--- src/rtl/pacman_pkg.sv ---
// Shared types and defaults for the Pac-Man game controller: state encoding,
// default point/frame constants and small saturating arithmetic helpers.
package pacman_pkg;

  typedef enum logic [2:0] {
    ST_IDLE      = 3'd0,
    ST_PLAY      = 3'd1,
    ST_POWER     = 3'd2,
    ST_DYING     = 3'd3,
    ST_WIN       = 3'd4,
    ST_GAME_OVER = 3'd5
  } state_e;

  localparam int unsigned DEF_LIVES_INIT   = 3;
  localparam int unsigned DEF_TOTAL_DOTS   = 64;
  localparam int unsigned DEF_POWER_FRAMES = 180;
  localparam int unsigned DEF_DYING_FRAMES = 60;
  localparam int unsigned DEF_DOT_PTS      = 10;
  localparam int unsigned DEF_PWR_PTS      = 50;
  localparam int unsigned DEF_GHOST_PTS    = 200;

  function automatic logic [15:0] sat_add16(input logic [15:0] a, input logic [15:0] b);
    logic [16:0] sum;
    sum = {1'b0, a} + {1'b0, b};
    return sum[16] ? 16'hFFFF : sum[15:0];
  endfunction

  function automatic logic [7:0] dec_floor8(input logic [7:0] a);
    return (a == 8'd0) ? 8'd0 : a - 8'd1;
  endfunction

endpackage

--- src/rtl/pacman_game_fsm_frame_event_latch.sv ---
// Sticky per-frame collision latch: any high cycle sets it, startOfFrame hands
// the latched event to the game logic and restarts with that cycle's input.
module frame_event_latch (
  input  logic clk,
  input  logic reset,
  input  logic sof_i,
  input  logic col_i,
  output logic event_o
);

  logic hit_q, hit_d;

  // A hit on the frame boundary itself belongs to the frame that is starting.
  always_comb begin
    hit_d = 1'b0;
    if (sof_i) begin
      hit_d = col_i;
    end else begin
      hit_d = hit_q | col_i;
    end
  end

  // Latch register.
  always_ff @(posedge clk) begin
    if (reset) begin
      hit_q <= 1'b0;
    end else begin
      hit_q <= hit_d;
    end
  end

  assign event_o = hit_q;

endmodule

--- src/rtl/pacman_game_fsm.sv ---
// Pac-Man game-state controller: consumes one latched collision event per kind
// each frame and maintains state, score, lives, remaining dots and timers.
module pacman_game_fsm
  import pacman_pkg::*;
#(
  parameter int unsigned LIVES_INIT   = DEF_LIVES_INIT,
  parameter int unsigned TOTAL_DOTS   = DEF_TOTAL_DOTS,
  parameter int unsigned POWER_FRAMES = DEF_POWER_FRAMES,
  parameter int unsigned DYING_FRAMES = DEF_DYING_FRAMES,
  parameter int unsigned DOT_PTS      = DEF_DOT_PTS,
  parameter int unsigned PWR_PTS      = DEF_PWR_PTS,
  parameter int unsigned GHOST_PTS    = DEF_GHOST_PTS
) (
  input  logic        clk,
  input  logic        reset,
  input  logic        startOfFrame,
  input  logic        start_key,
  input  logic        col_dot,
  input  logic        col_power,
  input  logic        col_ghost,
  output logic [2:0]  state,
  output logic [15:0] score,
  output logic [1:0]  lives,
  output logic [7:0]  dots_left,
  output logic        power_active,
  output logic        freeze,
  output logic        ghost_eaten_pulse,
  output logic        death_pulse
);

  localparam logic [1:0]  LIVES_L = 2'(LIVES_INIT);
  localparam logic [7:0]  DOTS_L  = 8'(TOTAL_DOTS);
  localparam logic [15:0] POWER_T = 16'(POWER_FRAMES);
  localparam logic [15:0] DYING_T = 16'(DYING_FRAMES);
  localparam logic [15:0] DOT_L   = 16'(DOT_PTS);
  localparam logic [15:0] PWR_L   = 16'(PWR_PTS);
  localparam logic [15:0] GHOST_L = 16'(GHOST_PTS);

  state_e      state_q, state_d;
  logic [15:0] score_q, score_d;
  logic [1:0]  lives_q, lives_d;
  logic [7:0]  dots_q, dots_d;
  logic [15:0] timer_q, timer_d;
  logic        start_prev_q;
  logic        ghost_pulse_q, ghost_pulse_d;
  logic        death_pulse_q, death_pulse_d;
  logic        freeze_q, freeze_d;
  logic        power_q, power_d;
  logic        ev_dot, ev_power, ev_ghost;
  logic        start_rise;

  frame_event_latch u_dot_latch (
    .clk(clk), .reset(reset), .sof_i(startOfFrame), .col_i(col_dot), .event_o(ev_dot)
  );
  frame_event_latch u_power_latch (
    .clk(clk), .reset(reset), .sof_i(startOfFrame), .col_i(col_power), .event_o(ev_power)
  );
  frame_event_latch u_ghost_latch (
    .clk(clk), .reset(reset), .sof_i(startOfFrame), .col_i(col_ghost), .event_o(ev_ghost)
  );

  assign start_rise = start_key & ~start_prev_q;

  // Next-state and per-frame bookkeeping.
  always_comb begin
    state_d       = state_q;
    score_d       = score_q;
    lives_d       = lives_q;
    dots_d        = dots_q;
    timer_d       = timer_q;
    ghost_pulse_d = 1'b0;
    death_pulse_d = 1'b0;
    case (state_q)
      ST_IDLE: begin
        if (start_rise) begin
          state_d = ST_PLAY;
          score_d = 16'd0;
          lives_d = LIVES_L;
          dots_d  = DOTS_L;
          timer_d = 16'd0;
        end
      end
      ST_PLAY: begin
        if (startOfFrame) begin
          // A death swallows whatever else was collected that frame.
          if (ev_ghost) begin
            lives_d       = lives_q - 2'd1;
            death_pulse_d = 1'b1;
            if (lives_d != 2'd0) begin
              state_d = ST_DYING;
              timer_d = DYING_T;
            end else begin
              state_d = ST_GAME_OVER;
              timer_d = 16'd0;
            end
          end else if (ev_power) begin
            score_d = sat_add16(score_q, PWR_L);
            dots_d  = dec_floor8(dots_q);
            timer_d = POWER_T;
            state_d = (dots_d == 8'd0) ? ST_WIN : ST_POWER;
          end else if (ev_dot) begin
            score_d = sat_add16(score_q, DOT_L);
            dots_d  = dec_floor8(dots_q);
            state_d = (dots_d == 8'd0) ? ST_WIN : ST_PLAY;
          end
        end
      end
      ST_POWER: begin
        if (startOfFrame) begin
          if (ev_ghost) begin
            score_d       = sat_add16(score_d, GHOST_L);
            ghost_pulse_d = 1'b1;
          end
          if (ev_dot) begin
            score_d = sat_add16(score_d, DOT_L);
            dots_d  = dec_floor8(dots_d);
          end
          if (ev_power) begin
            score_d = sat_add16(score_d, PWR_L);
            dots_d  = dec_floor8(dots_d);
            timer_d = POWER_T;
          end else if (timer_q <= 16'd1) begin
            timer_d = 16'd0;
            state_d = ST_PLAY;
          end else begin
            timer_d = timer_q - 16'd1;
          end
          if (dots_d == 8'd0) begin
            state_d = ST_WIN;
            timer_d = 16'd0;
          end
        end
      end
      ST_DYING: begin
        if (startOfFrame) begin
          if (timer_q <= 16'd1) begin
            timer_d = 16'd0;
            state_d = ST_PLAY;
          end else begin
            timer_d = timer_q - 16'd1;
          end
        end
      end
      ST_WIN: begin
        if (start_rise) begin
          state_d = ST_PLAY;
          dots_d  = DOTS_L;
        end
      end
      ST_GAME_OVER: begin
        if (start_rise) begin
          state_d = ST_IDLE;
        end
      end
      default: begin
        state_d = ST_IDLE;
      end
    endcase
    freeze_d = (state_d != ST_PLAY) && (state_d != ST_POWER);
    power_d  = (state_d == ST_POWER);
  end

  // State and registered outputs.
  always_ff @(posedge clk) begin
    if (reset) begin
      state_q       <= ST_IDLE;
      score_q       <= 16'd0;
      lives_q       <= LIVES_L;
      dots_q        <= DOTS_L;
      timer_q       <= 16'd0;
      start_prev_q  <= 1'b0;
      ghost_pulse_q <= 1'b0;
      death_pulse_q <= 1'b0;
      freeze_q      <= 1'b1;
      power_q       <= 1'b0;
    end else begin
      state_q       <= state_d;
      score_q       <= score_d;
      lives_q       <= lives_d;
      dots_q        <= dots_d;
      timer_q       <= timer_d;
      start_prev_q  <= start_key;
      ghost_pulse_q <= ghost_pulse_d;
      death_pulse_q <= death_pulse_d;
      freeze_q      <= freeze_d;
      power_q       <= power_d;
    end
  end

  assign state             = state_q;
  assign score             = score_q;
  assign lives             = lives_q;
  assign dots_left         = dots_q;
  assign power_active      = power_q;
  assign freeze            = freeze_q;
  assign ghost_eaten_pulse = ghost_pulse_q;
  assign death_pulse       = death_pulse_q;

endmodule
--- config.mk ---
export PLATFORM = sky130hd
export DESIGN_NAME = pacman_game_fsm
export DESIGN_NICKNAME = d
export VERILOG_FILES = /design/src/rtl/pacman_pkg.sv /design/src/rtl/pacman_game_fsm_frame_event_latch.sv /design/src/rtl/pacman_game_fsm.sv
export SDC_FILE = /design/constraint.sdc
export NUM_CORES = 1
export LEC_CHECK = 0
export ABC_AREA = 1
export CORE_MARGIN = 2
export CORE_UTILIZATION = 35
export DETAILED_ROUTE_END_ITERATION = 16
export GPL_TIMING_DRIVEN = 1
export PLACE_DENSITY = 0.53
export SLEW_MARGIN = 20
export SYNTH_ARGS = -nofsm -noshare
export SYNTH_HDL_FRONTEND = slang
export SYNTH_HIERARCHICAL = 1
export SYNTH_SLANG_ARGS = --single-unit
--- constraint.sdc ---
create_clock -name clk -period 6.75 [get_ports clk]
set_clock_uncertainty 0.05 [all_clocks]
set_input_delay 0.675 -clock clk [delete_from_list [all_inputs] [get_ports clk]]
set_output_delay 0.675 -clock clk [all_outputs]
set_load 0.01 [all_outputs]
=== Yosys cells after proc, flatten, opt, wreduce, memory -nomap -nowiden ===
Cells that the tools add are included.
Widths: inputs -> output; s select.

* Muxes and demuxes: 67
* Divide/modulo/power cells: 0
* Multiply operators: 0
* Reductions and logical operators: 18
* Add/sub/neg operators: 9
* Magnitude comparators: 1
* Equal/unequal tests: 17
* Shift operators: 0
* Bitwise logic cells: 7

{| class="wikitable"
|+ Operators with widths
! kind !! number
|-
| $mux 16 || 26
|-
| $mux 8 || 13
|-
| $pmux 16 s4 || 1
|-
| $pmux 16 s3 || 1
|-
| $mux 3 || 14
|-
| $add 16x4->17 const B || 2
|-
| $add 16x6->17 const B || 2
|-
| $logic_not 8->1 || 4
|-
| $pmux 8 s3 || 1
|-
| $add 16x8->17 const B || 1
|-
| $le 16x1->1 const B || 1
|-
| $sub 16x1->16 const B || 1
|-
| $sub 8x1->8 const B || 2
|-
| $pmux 3 s5 || 1
|-
| $reduce_and 6->1 || 2
|-
| $ne 2x2->1 const B || 5
|-
| $eq 3x2->1 const B || 3
|-
| $ne 3x1->1 const B || 3
|-
| $eq 3x3->1 const B || 2
|-
| $mux 2 || 3
|-
| $mux 6 || 1
|-
| $reduce_bool 3->1 || 2
|-
| $reduce_or 2->1 || 3
|-
| $mux 1 || 5
|-
| 14 further kinds || 20
|}

* Latch bits: 0
* Bits in registers: 53
* Bits of input ports: 7
* Memories: 0
* Bits in writable memories: 0
* Memory bits (read-only): 0

=== Logic depth before layout (Yosys ltp) ===
* Depth in word-level cells: 16
* Gate-level depth with buffers: 25
* Gate-level depth less buffers: 25

=== Cells and area by module ===
The synthesis kept the hierarchy.

{| class="wikitable"
|+ Modules (own cells, without submodules)
! module !! times used !! sequential area each (um^2) !! cells an instance !! area each (um^2)
|-
| pacman_game_fsm || 1 || 1,001.0 || 959 || 5,532.8
|-
| frame_event_latch || 3 || 20.0 || 5 || 40.0
|}

=== Worst setup path after synthesis ===
OpenSTA, ideal clock, no wires.

* Kind: flip-flop to flip-flop
* Start: register dots_q[0], in the netlist dots_left[0]
* End: register timer_q[0]
* Required time: 6.630 ns
* Arrival: 2.892 ns
* Stages on the path, launching flop included: 24
* Path buffers: 1
* Slack: 3.738 ns
* Setup time: 0.070 ns
* Period minus slack after synthesis: 3.012 ns
* Cells stage by stage: dfxtp_1 > inv_1 > ha_1 > nand2_1 > nor2_1 > inv_1 > nand2_1 > o21ai_0 > inv_1 > ha_1 > nand3_1 > nor2_1 > nand3_1 > nand2_1 > nor2_1 > nor2_1 > nand2_1 > nor2_1 > nand2_2 > nand3_1 > nand2_1 > buf_2 > nand3_1 > a21oi_1

* Cells in the longest elaborated chain, start to end: 14
* Elaborated cells on any way between the ends: 16
* Classes of those cells: add/sub (2); mux (11); reduce/logical (3)

{| class="wikitable"
|+ RTL lines
! item !! line !! source
|-
| start: declaration || pacman_game_fsm.sv:42 || <nowiki>logic [7:0] dots_q, dots_d;</nowiki>
|-
| start signal: assignment || pacman_game_fsm.sv:180 || <nowiki>dots_q <= dots_d;</nowiki>
|-
| $sub 8x1->8 or $logic_not 8->1 (tied branches) || pacman_pkg.sv:29 || <nowiki>return (a == 8'd0) ? 8'd0 : a - 8'd1;</nowiki>
|-
| $mux 8 || pacman_pkg.sv:29 ||
|-
| $mux 8 (*) || pacman_game_fsm.sv:114 || <nowiki>if (ev_dot) begin</nowiki>
|-
| $mux 8 (*) || pacman_game_fsm.sv:109 || <nowiki>if (startOfFrame) begin</nowiki>
|-
| $mux 8 (*) || pacman_game_fsm.sv:73 || <nowiki>case (state_q)</nowiki>
|-
| $sub 8x1->8 or $logic_not 8->1 (tied branches) || pacman_pkg.sv:29 ||
|-
| $mux 8 || pacman_pkg.sv:29 ||
|-
| $mux 8 (*) || pacman_game_fsm.sv:118 || <nowiki>if (ev_power) begin</nowiki>
|-
| $mux 8 (*) || pacman_game_fsm.sv:109 ||
|-
| $mux 8 (*) || pacman_game_fsm.sv:73 ||
|-
| $logic_not 8->1 (*) || pacman_game_fsm.sv:128 || <nowiki>if (dots_d == 8'd0) begin</nowiki>
|-
| $mux 16 (*) || pacman_game_fsm.sv:128 ||
|-
| $mux 16 (*) || pacman_game_fsm.sv:109 ||
|-
| $pmux 16 s4 (*) || pacman_game_fsm.sv:73 ||
|-
| end signal: assignment || pacman_game_fsm.sv:181 || <nowiki>timer_q <= timer_d;</nowiki>
|-
| end: declaration || pacman_game_fsm.sv:43 || <nowiki>logic [15:0] timer_q, timer_d;</nowiki>
|}

Mark *: on every way between the ends. The rest lies on a longest branch, timed or not. The select of a mux whose other input is x is not followed.
A chain may end at the register's enable or synchronous reset.

=== Final worst setup path ===
* Start: register dots_q[0], in the netlist dots_left[0]
* End: register timer_q[11]

Same word-level chain as after synthesis.

==> results.md <==
* Layout Cells excl Fill at 1210
* Number of standard cells after synthesis at 974
* Most frequently used cell type in the post-synthesis netlist: sky130_fd_sc_hd__nand2_1
* Crit-path max FO at 13
* Count of filler cells inserted in the layout at 1724
* Max Slew Vio Count at 0
* Routed WL per cell at 14.98 um
* Top-area cell type share of the netlist area at 18.77%
* Critical path arrival at 4.09 ns
* Data required time at the worst endpoint at 6.94 ns
* PortBufs at 39
* Number of core rows at 46
* Wire length of the first global-routing pass at 29770 um
* # hold bufs at CTS at 0
* Placed inst area at 6202 sq um
* Overall die width at 131.1 um
* Number of placed cells counting well taps at 1202
* Net count reported at finish at 1012
* Class of the tightest hold or removal check: reg -> reg
* Estimated wirelength of the detail-placed design at 13730 um
* Area leader, netlist: sky130_fd_sc_hd__dfxtp_1
* Num ports at 40
* Type of the worst setup path: reg -> reg
* Vias at 6226
* Inserted Clock Buffers at 5
* Die footprint at 17180 sq um
* Number of remaining DRC errors at 0
* Post-synth EDFFs at 0
* All-layer global routing usage at 21.78%
* Actual slew at the worst max-slew pin at 0.9738 ns
* Sum of negative setup slack at 0 ns
* Vias per inst at 5.145
* Maximum vdd drop at 0.0001043 V
* Routed WL at 18130 um
* Antenna diodes at 0
* Clock period minus final worst setup slack at 3.899 ns
* Clock net sink count at 53
* Area of the mapped netlist at 5653 sq um
* Share of final-layout standard cells stronger than drive strength 1 at 7.143%
* Number of maximum-capacitance violations at 0
* Clk Latency, worst-skew pair at 0.30 ns
* Warnings, synthesis at 6
* Design area at 6347 sq um
* Congestion Overflow GR at 0
* Initial DRC count at 560
* Antenna Violating Nets Remaining at 0
* Number of levels in the clock H-tree at 2
* Effective utilization at floorplan at 35.72%
* Core Area at 15830 sq um
* Number of global-route vias before repair at 5575
* Max transition margin at 35.08%
* Highest attainable clock frequency at 256.5 MHz
* Synth Register Bits at 53
* TritonCTS clock tree: built
* Final setup violation count at 0
* Post-CTS Setup Bufs at 0
* Vert. Die Dim at 131.1 um
* Cells resized by post-CTS repair at 0
* Run status: complete, no violations
* Proportion of synthesized chip area in sequential cells at 18.77%
* Power Density at 219.4 nW/um^2
* Final Hold Fails at 0
* Clock Pin Slew Worst Setup and Hold Paths at 0.07 ns
* Unrepaired setup endpoints after global routing: false
* Worst Setup End Kind: register
* Number of distinct library cell variants in the gate-level netlist after synthesis at 47
* Crit path launch type: register
* Cell types with the largest area share after synthesis: sky130_fd_sc_hd__dfxtp_1, sky130_fd_sc_hd__nand2_1, sky130_fd_sc_hd__nor2_1
* Period utilization at 57.76%
* Post-synth top flop: sky130_fd_sc_hd__dfxtp_1
* Static leakage at 2.897 nW
* Root Buffer: sky130_fd_sc_hd__clkbuf_16
* Antenna violations before repair at 0
* Share of flip-flops with an asynchronous set or reset after synthesis at 0%
* Deepest clock path buffer count at 2
* Maximum number of pins on one net before global-route repair at 28
* P&R area growth vs syn at 12.28%
* Mean instance size in the synthesized netlist at 5.804 sq um
* Number of optimization iterations in the first detailed-route pass at 5
* Post-Syn Nets at 993
* Final estimated routing congestion in global placement at 0.8569
* Cell types with the highest counts after synthesis: sky130_fd_sc_hd__nand2_1, sky130_fd_sc_hd__nor2_1, sky130_fd_sc_hd__inv_1
-- worst paths after layout --
check,from,end,slack (ns),cells past startpoint
worst max-delay path,dots_left[0],timer_q[11],2.85,22
worst min-delay path,timer_q[1],timer_q[1],0.44,2
worst max register to register,dots_left[0],timer_q[11],2.85,22
worst min register to register,timer_q[1],timer_q[1],0.44,2
-- final cells by class --
type	instances	area [sq um]	area share, %
Multi-Input combinational cell	783	4038	63.61
Clock inverter	2	13.76	0.2168
Sequential cell	53	1061	16.72
Tap cell	216	270.3	4.258
Clock buffer	6	128.9	2.030
Timing Repair Buffer	45	435.4	6.860
Inverter	105	400.4	6.308
-- routing by layer --
layer	global-route usage, %	vias up	share of wire (%)
met5	0	-	0
met4	4.568	0	0.90
met3	2.151	10	4.3
met2	33.16	134	43
met1	33.14	2844	51
li1	-	3238	-
-- worst max-delay path: stages, from the launching register on --
cell	delay (ns)
sky130_fd_sc_hd__dfxtp_1	0.39
sky130_fd_sc_hd__inv_1	0.11
sky130_fd_sc_hd__ha_1	0.20
sky130_fd_sc_hd__nand2_1	0.06
sky130_fd_sc_hd__nor2_1	0.05
sky130_fd_sc_hd__inv_1	0.26
sky130_fd_sc_hd__nand2_1	0.15
sky130_fd_sc_hd__o21ai_0	0.44
sky130_fd_sc_hd__inv_1	0.18
sky130_fd_sc_hd__ha_1	0.25
sky130_fd_sc_hd__nand3_1	0.11
sky130_fd_sc_hd__nor2_1	0.08
sky130_fd_sc_hd__nand3_1	0.18
sky130_fd_sc_hd__nand2_1	0.13
sky130_fd_sc_hd__nor2_1	0.18
sky130_fd_sc_hd__nor2_1	0.06
sky130_fd_sc_hd__nand2_1	0.07
sky130_fd_sc_hd__nor2_1	0.04
sky130_fd_sc_hd__nand2_2	0.18
sky130_fd_sc_hd__nand3_1	0.09
sky130_fd_sc_hd__nand2_1	0.31
sky130_fd_sc_hd__nand3_1	0.13
sky130_fd_sc_hd__a21oi_1	0.14
-- logic make-up (layout without fill, tap and decap cells) --
logic type                 after synthesis  in the layout  synth area share, %
adders and majority gates               12             12                2.656
xor gates and xnor gates                43             43                6.662
DFF                                     53             53                18.77
buffers and inverters                  138            158                9.960
and+or+nand+nor                        564            564                45.42
AOI/OAI and AO/OA                      164            164                16.53
-- power by group --
group          internal, mW  switching (mW)  total (mW)
Clock                 0.139           0.125       0.264
Combinational         0.247           0.467       0.714
Sequential            0.345          0.0695       0.415
-- metrics by stage --
stage                     hold WS [ns]  utilization (%)  worst slack, ns  power, mW
after floorplan                 0.3881                -            3.738     0.9053
after global placement          0.4358            39.19            2.939      1.133
after detailed placement        0.4349            39.19            2.899      1.124
after CTS                       0.4469            40.09            2.879      1.395
after global routing            0.4724            40.10            2.362      1.516
final                           0.4406            40.10            2.851      1.392
-- registers in the layout, summed over array words and instances, names as in the netlist --
name                   flops
u_ghost_latch/event_o      1
timer_q                   16
u_power_latch/event_o      1
power_active               1
death_pulse                1
score                     16
ghost_eaten_pulse          1
u_dot_latch/event_o        1
dots_left                  8
freeze                     1
lives                      2
state                      3
start_prev_q               1
-- cells in the final DEF, fill, tap and decap left out, types with 2 or more instances in the layout --
cell,synthesis,final
sky130_fd_sc_hd__nand2_1,256,256
sky130_fd_sc_hd__clkinv_2,1,2
sky130_fd_sc_hd__a21oi_2,8,8
sky130_fd_sc_hd__dfxtp_1,53,53
sky130_fd_sc_hd__nand3_2,14,14
sky130_fd_sc_hd__nor2_4,2,2
sky130_fd_sc_hd__nand3_1,86,86
sky130_fd_sc_hd__buf_4,3,6
sky130_fd_sc_hd__o221ai_1,2,2
sky130_fd_sc_hd__nand2_4,3,3
sky130_fd_sc_hd__nor3b_1,2,2
sky130_fd_sc_hd__nor2_1,131,130
sky130_fd_sc_hd__a21oi_1,54,54
sky130_fd_sc_hd__xor2_1,36,36
sky130_fd_sc_hd__o21ai_0,70,70
sky130_fd_sc_hd__or2_2,2,2
sky130_fd_sc_hd__clkdlybuf4s50_1,0,39
sky130_fd_sc_hd__ha_1,12,12
sky130_fd_sc_hd__clkbuf_16,0,5
sky130_fd_sc_hd__inv_1,97,97
sky130_fd_sc_hd__clkinv_1,3,3
sky130_fd_sc_hd__o211ai_1,5,5
sky130_fd_sc_hd__a31oi_1,8,8
sky130_fd_sc_hd__nand3b_1,7,7
sky130_fd_sc_hd__nand2_2,12,12
sky130_fd_sc_hd__o2111ai_1,2,2
sky130_fd_sc_hd__o22ai_1,4,4
sky130_fd_sc_hd__nand4_1,24,24
sky130_fd_sc_hd__xnor2_1,7,7
sky130_fd_sc_hd__nor3_1,15,15
sky130_fd_sc_hd__nor2_8,3,3
sky130_fd_sc_hd__nor2_2,5,6
sky130_fd_sc_hd__inv_2,3,3
sky130_fd_sc_hd__a221oi_1,4,4
No activity file was read; power rests on OpenSTA's default activity.
